**config.mk**
```make
export PLATFORM = sky130hd
export DESIGN_NAME = defunnel_ctrl_param
export DESIGN_NICKNAME = d
export VERILOG_FILES = /design/src/rtl/defunnel_pkg.sv /design/src/rtl/defunnel_lane_tracker.sv /design/src/rtl/defunnel_ctrl_param.sv
export SDC_FILE = /design/constraint.sdc
export NUM_CORES = 1
export LEC_CHECK = 0
export ABC_CLOCK_PERIOD_IN_PS = 2000
export BUFFER_PORTS_ARGS = -buffer_cell sky130_fd_sc_hd__buf_2
export CELL_PAD_IN_SITES_DETAIL_PLACEMENT = 0
export CELL_PAD_IN_SITES_GLOBAL_PLACEMENT = 1
export CORE_UTILIZATION = 30
export DETAILED_ROUTE_END_ITERATION = 6
export PLACE_DENSITY = 0.77
export SLEW_MARGIN = 20
export SYNTH_ARGS = -nofsm -noshare
export SYNTH_HDL_FRONTEND = slang
export SYNTH_SLANG_ARGS = --single-unit
```
**constraint.sdc**
```tcl
create_clock -name clk -period 2 [get_ports clk]
set_clock_uncertainty 0.15 [all_clocks]
set_input_delay 0.1 -clock clk [delete_from_list [all_inputs] [get_ports clk]]
set_output_delay 0.1 -clock clk [all_outputs]
set_load 0.1 [all_outputs]
```
**src/rtl/defunnel_pkg.sv**
```systemverilog
// Shared constants and helpers for the defunnel controller: one-hot mode
// encodings, the beat width a mode selects, and the mode legality check.
package defunnel_pkg;

   localparam logic [7:0] DFN_W1 = 8'h01;
   localparam logic [7:0] DFN_W2 = 8'h02;
   localparam logic [7:0] DFN_W4 = 8'h04;

   // Any encoding other than W2/W4 collapses to width 1; legality is checked separately.
   function automatic logic [2:0] dfn_width(input logic [2:0] modeSel);
      case (modeSel)
         3'b010:  return 3'd2;
         3'b100:  return 3'd4;
         default: return 3'd1;
      endcase
   endfunction

   function automatic logic dfn_legal(input logic [7:0] modeIn, input int t);
      logic oneHot;
      oneHot = (modeIn[2:0] == 3'b001) || (modeIn[2:0] == 3'b010) || (modeIn[2:0] == 3'b100);
      return oneHot && (modeIn[7:3] == 5'd0) && (int'(dfn_width(modeIn[2:0])) <= t);
   endfunction

endpackage

```
**src/rtl/defunnel_lane_tracker.sv**
```systemverilog
// Frame bookkeeping for the defunnel: current lane base, valid lanes and the
// optional closed flag (DEFUNNEL_FLUSH_EN), plus the per-lane write enables.
module defunnel_lane_tracker #(
   parameter int L  = 4,
   parameter int LW = $clog2(L)
) (
   input  logic          clk,
   input  logic          reset,
   input  logic          accept_i,
   input  logic [2:0]    width_i,
   input  logic          drain_i,
`ifdef DEFUNNEL_FLUSH_EN
   input  logic          flush_i,
`endif
   output logic [L-1:0]  enable_o,
   output logic [LW-1:0] laneBase_o,
   output logic [L-1:0]  valid_o,
   output logic          full_o
);

   logic [LW-1:0] base_q, base_d;
   logic [L-1:0]  valid_q, valid_d;
   logic [L-1:0]  laneMask;

   // A beat landing in the drain cycle starts the next frame, so it writes from lane 0.
   always_comb begin
      laneMask = '0;
      for (int l = 0; l < L; l++) begin
         laneMask[l] = (l < int'(width_i));
      end
      laneBase_o = drain_i ? '0 : base_q;
      enable_o   = accept_i ? (laneMask << laneBase_o) : '0;
      base_d     = accept_i ? (laneBase_o + LW'(width_i)) : laneBase_o;
      valid_d    = (drain_i ? '0 : valid_q) | enable_o;
   end

   always_ff @(posedge clk or posedge reset) begin
      if (reset) begin
         base_q  <= '0;
         valid_q <= '0;
      end else begin
         base_q  <= base_d;
         valid_q <= valid_d;
      end
   end

`ifdef DEFUNNEL_FLUSH_EN
   logic closed_q, closed_d;

   // Flush only closes a frame that holds data and is not already complete.
   always_comb begin
      closed_d = drain_i ? 1'b0 : (closed_q | (flush_i && (|valid_q) && !(&valid_q)));
   end

   always_ff @(posedge clk or posedge reset) begin
      if (reset) begin
         closed_q <= 1'b0;
      end else begin
         closed_q <= closed_d;
      end
   end

   assign full_o = (&valid_q) | closed_q;
`else
   assign full_o = &valid_q;
`endif

   assign valid_o = valid_q;

endmodule

```
**src/rtl/defunnel_ctrl_param.sv**
```systemverilog
// Defunnel controller top: beat handshake, output-word handshake and run-time
// mode configuration. Partial-frame flush is built in with DEFUNNEL_FLUSH_EN.
module defunnel_ctrl_param #(
   parameter int T  = 2,
   parameter int L  = 4,
   parameter int LW = $clog2(L)
) (
   input  logic          clk,
   input  logic          reset,
   input  logic [T-1:0]  t_req,
   output logic [T-1:0]  t_ack,
   input  logic          t_cfg_req,
   output logic          t_cfg_ack,
   input  logic [7:0]    mode,
   output logic          cfg_err,
   output logic          i_0_req,
   input  logic          i_0_ack,
   output logic [L-1:0]  enable,
   output logic [LW-1:0] lane_base
`ifdef DEFUNNEL_FLUSH_EN
   ,
   input  logic          flush,
   output logic [L-1:0]  valid_mask
`endif
);
   import defunnel_pkg::*;

   logic [2:0]   mode_q, mode_d;
   logic         cfgErr_q, cfgErr_d;
   logic [2:0]   width;
   logic [T-1:0] reqMask;
   logic         full, room, drain, accept, cfgFire;
   logic [L-1:0] validLanes;

   // Only the active ports take part in a beat; the rest are neither waited on nor acked.
   always_comb begin
      width   = dfn_width(mode_q);
      reqMask = '0;
      for (int j = 0; j < T; j++) begin
         reqMask[j] = (j < int'(width));
      end
      room      = ~full | i_0_ack;
      drain     = full & i_0_ack;
      accept    = ((t_req & reqMask) == reqMask) && room;
      t_ack     = accept ? reqMask : '0;
      t_cfg_ack = ~(|validLanes) && !accept;
      cfgFire   = t_cfg_req && t_cfg_ack;
      mode_d    = (cfgFire && dfn_legal(mode, T)) ? mode[2:0] : mode_q;
      cfgErr_d  = cfgFire && !dfn_legal(mode, T);
   end

   always_ff @(posedge clk or posedge reset) begin
      if (reset) begin
         mode_q   <= DFN_W1[2:0];
         cfgErr_q <= 1'b0;
      end else begin
         mode_q   <= mode_d;
         cfgErr_q <= cfgErr_d;
      end
   end

   defunnel_lane_tracker #(.L(L), .LW(LW)) uTracker (
      .clk        (clk),
      .reset      (reset),
      .accept_i   (accept),
      .width_i    (width),
      .drain_i    (drain),
`ifdef DEFUNNEL_FLUSH_EN
      .flush_i    (flush),
`endif
      .enable_o   (enable),
      .laneBase_o (lane_base),
      .valid_o    (validLanes),
      .full_o     (full)
   );

   assign i_0_req = full;
   assign cfg_err = cfgErr_q;
`ifdef DEFUNNEL_FLUSH_EN
   assign valid_mask = validLanes;
`endif

endmodule

```
==> impl_metrics.toml <==
[clocking]
cts_sinks = 10
clk_pin_slew_ns = 0.07
cts-root-buf = "clkbuf_4"
cts_buffer_depth = 2
cts_tree = "yes"
cts_max_level = 1
cts_made_buffers = 3
insertion_delay_ns = 0.28

[flow_run]
drv_cap = 0

[worst_setup_path]
critical_path.max_fanout = 3
worstPathCellList = "nand4_1, inv_2, buf_6, a2111oi_4, nor3_4, nor3_4, buf_12"
r2r_start = "uTracker.valid_o[1]$_DFF_PP0_"
end_kind = "primary output"
r2r_slack_ns = -0.18
r2r_cells = 8
crit_path_frequent_cell = "nor3_4"
worst_ep_arrival_time_ns = 1.97
cpMaxStageDelayCell = "dfrtp_1"
crit_path_start = "uTracker.valid_o[1]$_DFF_PP0_"
critPathRequiredTime_ns = 1.75
critPathMaxStageDelay_ns = 0.40
critPathKind = "reg -> out"
start_kind = "register"
worst_r2r_endpoint = "uTracker.base_q[1]$_DFF_PP0_"

[finish]
n_fill_cell = 129
nets = 137
area_growth_pct = 127
antenna_cells = 0
drive_gt1_share_pct = 68.6

[drt]
wl_mm = 2.36
ant_nets = 0
wl_per_cell_um = 16.1
via_count = 751
drc = 0
vias_per_cell = 5.14
firstDrtPassIters = 5
drt_iter0_drc = 18

[sta]
rsz0062_at_grt = "yes"
finalWorstSetupSlack_ns = -0.222
slew_headroom_pct = 67.2
min_period_over_period_pct = 111
finalSetupViolCount = 12
fmax_mhz = 450
min_period_ns = 2.22
tightest_slew_ns = 0.496
hold_viol_final = 0
finalMaxSlewViolations = 0

[global_route]
grt_pass1_wl_mm = 3.13
grt_usage_pct = 21.1
grt_pass1_vias = 728
grt_max_degree = 11
antenna_found_initial = 0
grt_overflow = 0
gr-usage-met2_pct = 36.9
grt-busiest-layer = "met2"
grtUsageMet3_pct = 7.31
use_met1_pct = 22.7

[yosys]
synth_cell_type_count = 31
syn_nets = 77
synth.most_common_cell = "dfrtp_1"
syn-cell-area_sq_um = 601
ys.flop_type = "dfrtp_1"
synthTopCellsByArea = "dfrtp_1 38%, o31ai_1 5.0%, dfstp_2 4.4%"
synth_seq_area_share_pct = 41.9
yosys_register_bits = 10
syn-instance-count = 62
yosysTopAreaCell = "dfrtp_1"
yosys_warnings = 0
synth_edf_count = 0
async_reset_ff_share_pct = 100
synth_top_cells_by_count = "9 x dfrtp_1, 6 x inv_1, 5 x nand2_1, 5 x nor2_1, 5 x nor3_1"
syn_area_per_cell_sq_um = 9.69
yosysTopAreaCellShare_pct = 37.5

[power_and_ir_drop]
power_density_nw_per_um2 = 1590
power.total_mw = 2.16
p_leak_nw = 0.617
ir_drop_uv = 1590

[worst_hold_path]
holdPathStages = 4
hp-start = "mode[7]"
min_path_type = "in -> reg"
holdPathEnd = "mode_q[2]$_DFFE_PP0P_"

[floorplan]
core-area_sq_um = 1800
die_w_um = 46.7
start_util_pct = 33.3
num_rows = 15
io_pins = 25
die_h_um = 46.7
die-area_sq_um = 2180

[placed_design]
hpwl_mm = 1.25
dp_worst_setup_slack_ns = -0.0525
portBuffers = 24
gp_congestion = 0.793

[status]
outcome = "finished with violations"
violations = "negative setup slack"
-- state kept, by name, indices dropped and copies added (netlist names) --
signal and flops:
uTracker.valid_o 4, mode_q 3, cfg_err 1, uTracker.base_q 2
-- how the worst max path moves through the flow --
stage	end	cells after the start	slack, ns
2_1_floorplan	enable[3]	5	-1.15
3_3_place_gp	enable[2]	7	0.05
3_5_place_dp	enable[2]	7	-0.05
4_1_cts	enable[2]	7	-0.13
5_1_grt	uTracker.base_q[1]$_DFF_PP0_	8	-0.29
6_report	enable[2]	7	-0.22
-- critical path, delay by kind of cell, from the launching register on --
| kind | cells | cell delay, ns |
|---|---|---|
| buffers and inverters | 3 | 0.43 |
| AO/OA/AOI/OAI | 1 | 0.40 |
| flip-flops | 1 | 0.40 |
| AND/OR/NAND/NOR | 3 | 0.46 |
-- timing repair --
| item | CTS | global route |
|---|---|---|
| gates resized for setup | 14 | 16 |
| buffers inserted | 12 | 6 |
| hold buffers | 6 | 0 |
| pin swaps | 8 | 8 |
| setup endpoints to repair | 7 | 12 |
| hold endpoints to repair | 13 | 0 |
| cloned | 1 | 0 |
-- cell families (layout without fill, tap and decap cells) --
| kind of cell | Yosys count | count (layout) | share of synthesized area [%] |
|---|---|---|---|
| fa+ha+maj | 1 | 1 | 2.08 |
| mux | 3 | 3 | 5.62 |
| buf+inv | 7 | 65 | 4.58 |
| simple gates | 26 | 27 | 25.6 |
| flops | 10 | 10 | 41.9 |
| compound gates | 12 | 12 | 15.8 |
| xor+xnor | 3 | 3 | 4.38 |
-- report_power, final --
part,switching [mW],leakage [nW],internal (mW)
combinational,1.01,0.477,0.663
clock,0.0825,0.0210,0.111
sequential,0.0365,0.119,0.264
total,1.13,0.617,1.04
-- stage by stage --
step	area, sq um	util [%]	TNS [ns]	hold WS [ns]	std cells
final	1370	75.8	-1.10	0.104	146
after global routing	1370	75.8	-1.84	0.132	146
after CTS	1250	69.7	-0.462	0.0966	141
after detailed placement	1010	56.2	-0.0525	-0.0502	119
after global placement	1010	56.2	0	-0.0520	119
after floorplan	678	-	-7.97	-0.211	62
-- cells in the final DEF (no fill, tap or decap), types with 2 or more instances in the layout --
master and count:
buf_12 8, or2_4 2, nor2_2 2, nor3_4 5, nand2_1 5, dlygate4sd3_1 6, nor2_4 2, buf_6 4
dfrtp_1 9, inv_1 4, mux2_1 2, buf_4 21, clkbuf_4 3, buf_2 15, o31ai_2 3
-- final cells by class --
class / instances / area, sq um / area share, %
clock buffer: 4 / 36.3 / 2.66
multi-input combinational: 46 / 508 / 37.2
timing repair buffer: 55 / 513 / 37.6
tap: 25 / 31.3 / 2.29
inverter: 6 / 25.0 / 1.83
sequential: 10 / 251 / 18.4
-- per-layer routing --
metal | share of wire [%] | vias up
li1 | - | 343
met1 | 38 | 362
met2 | 52 | 34
met5 | 0 | -
met3 | 5.1 | 12
met4 | 4.2 | 0
No activity file was read; power rests on OpenSTA's default activity.
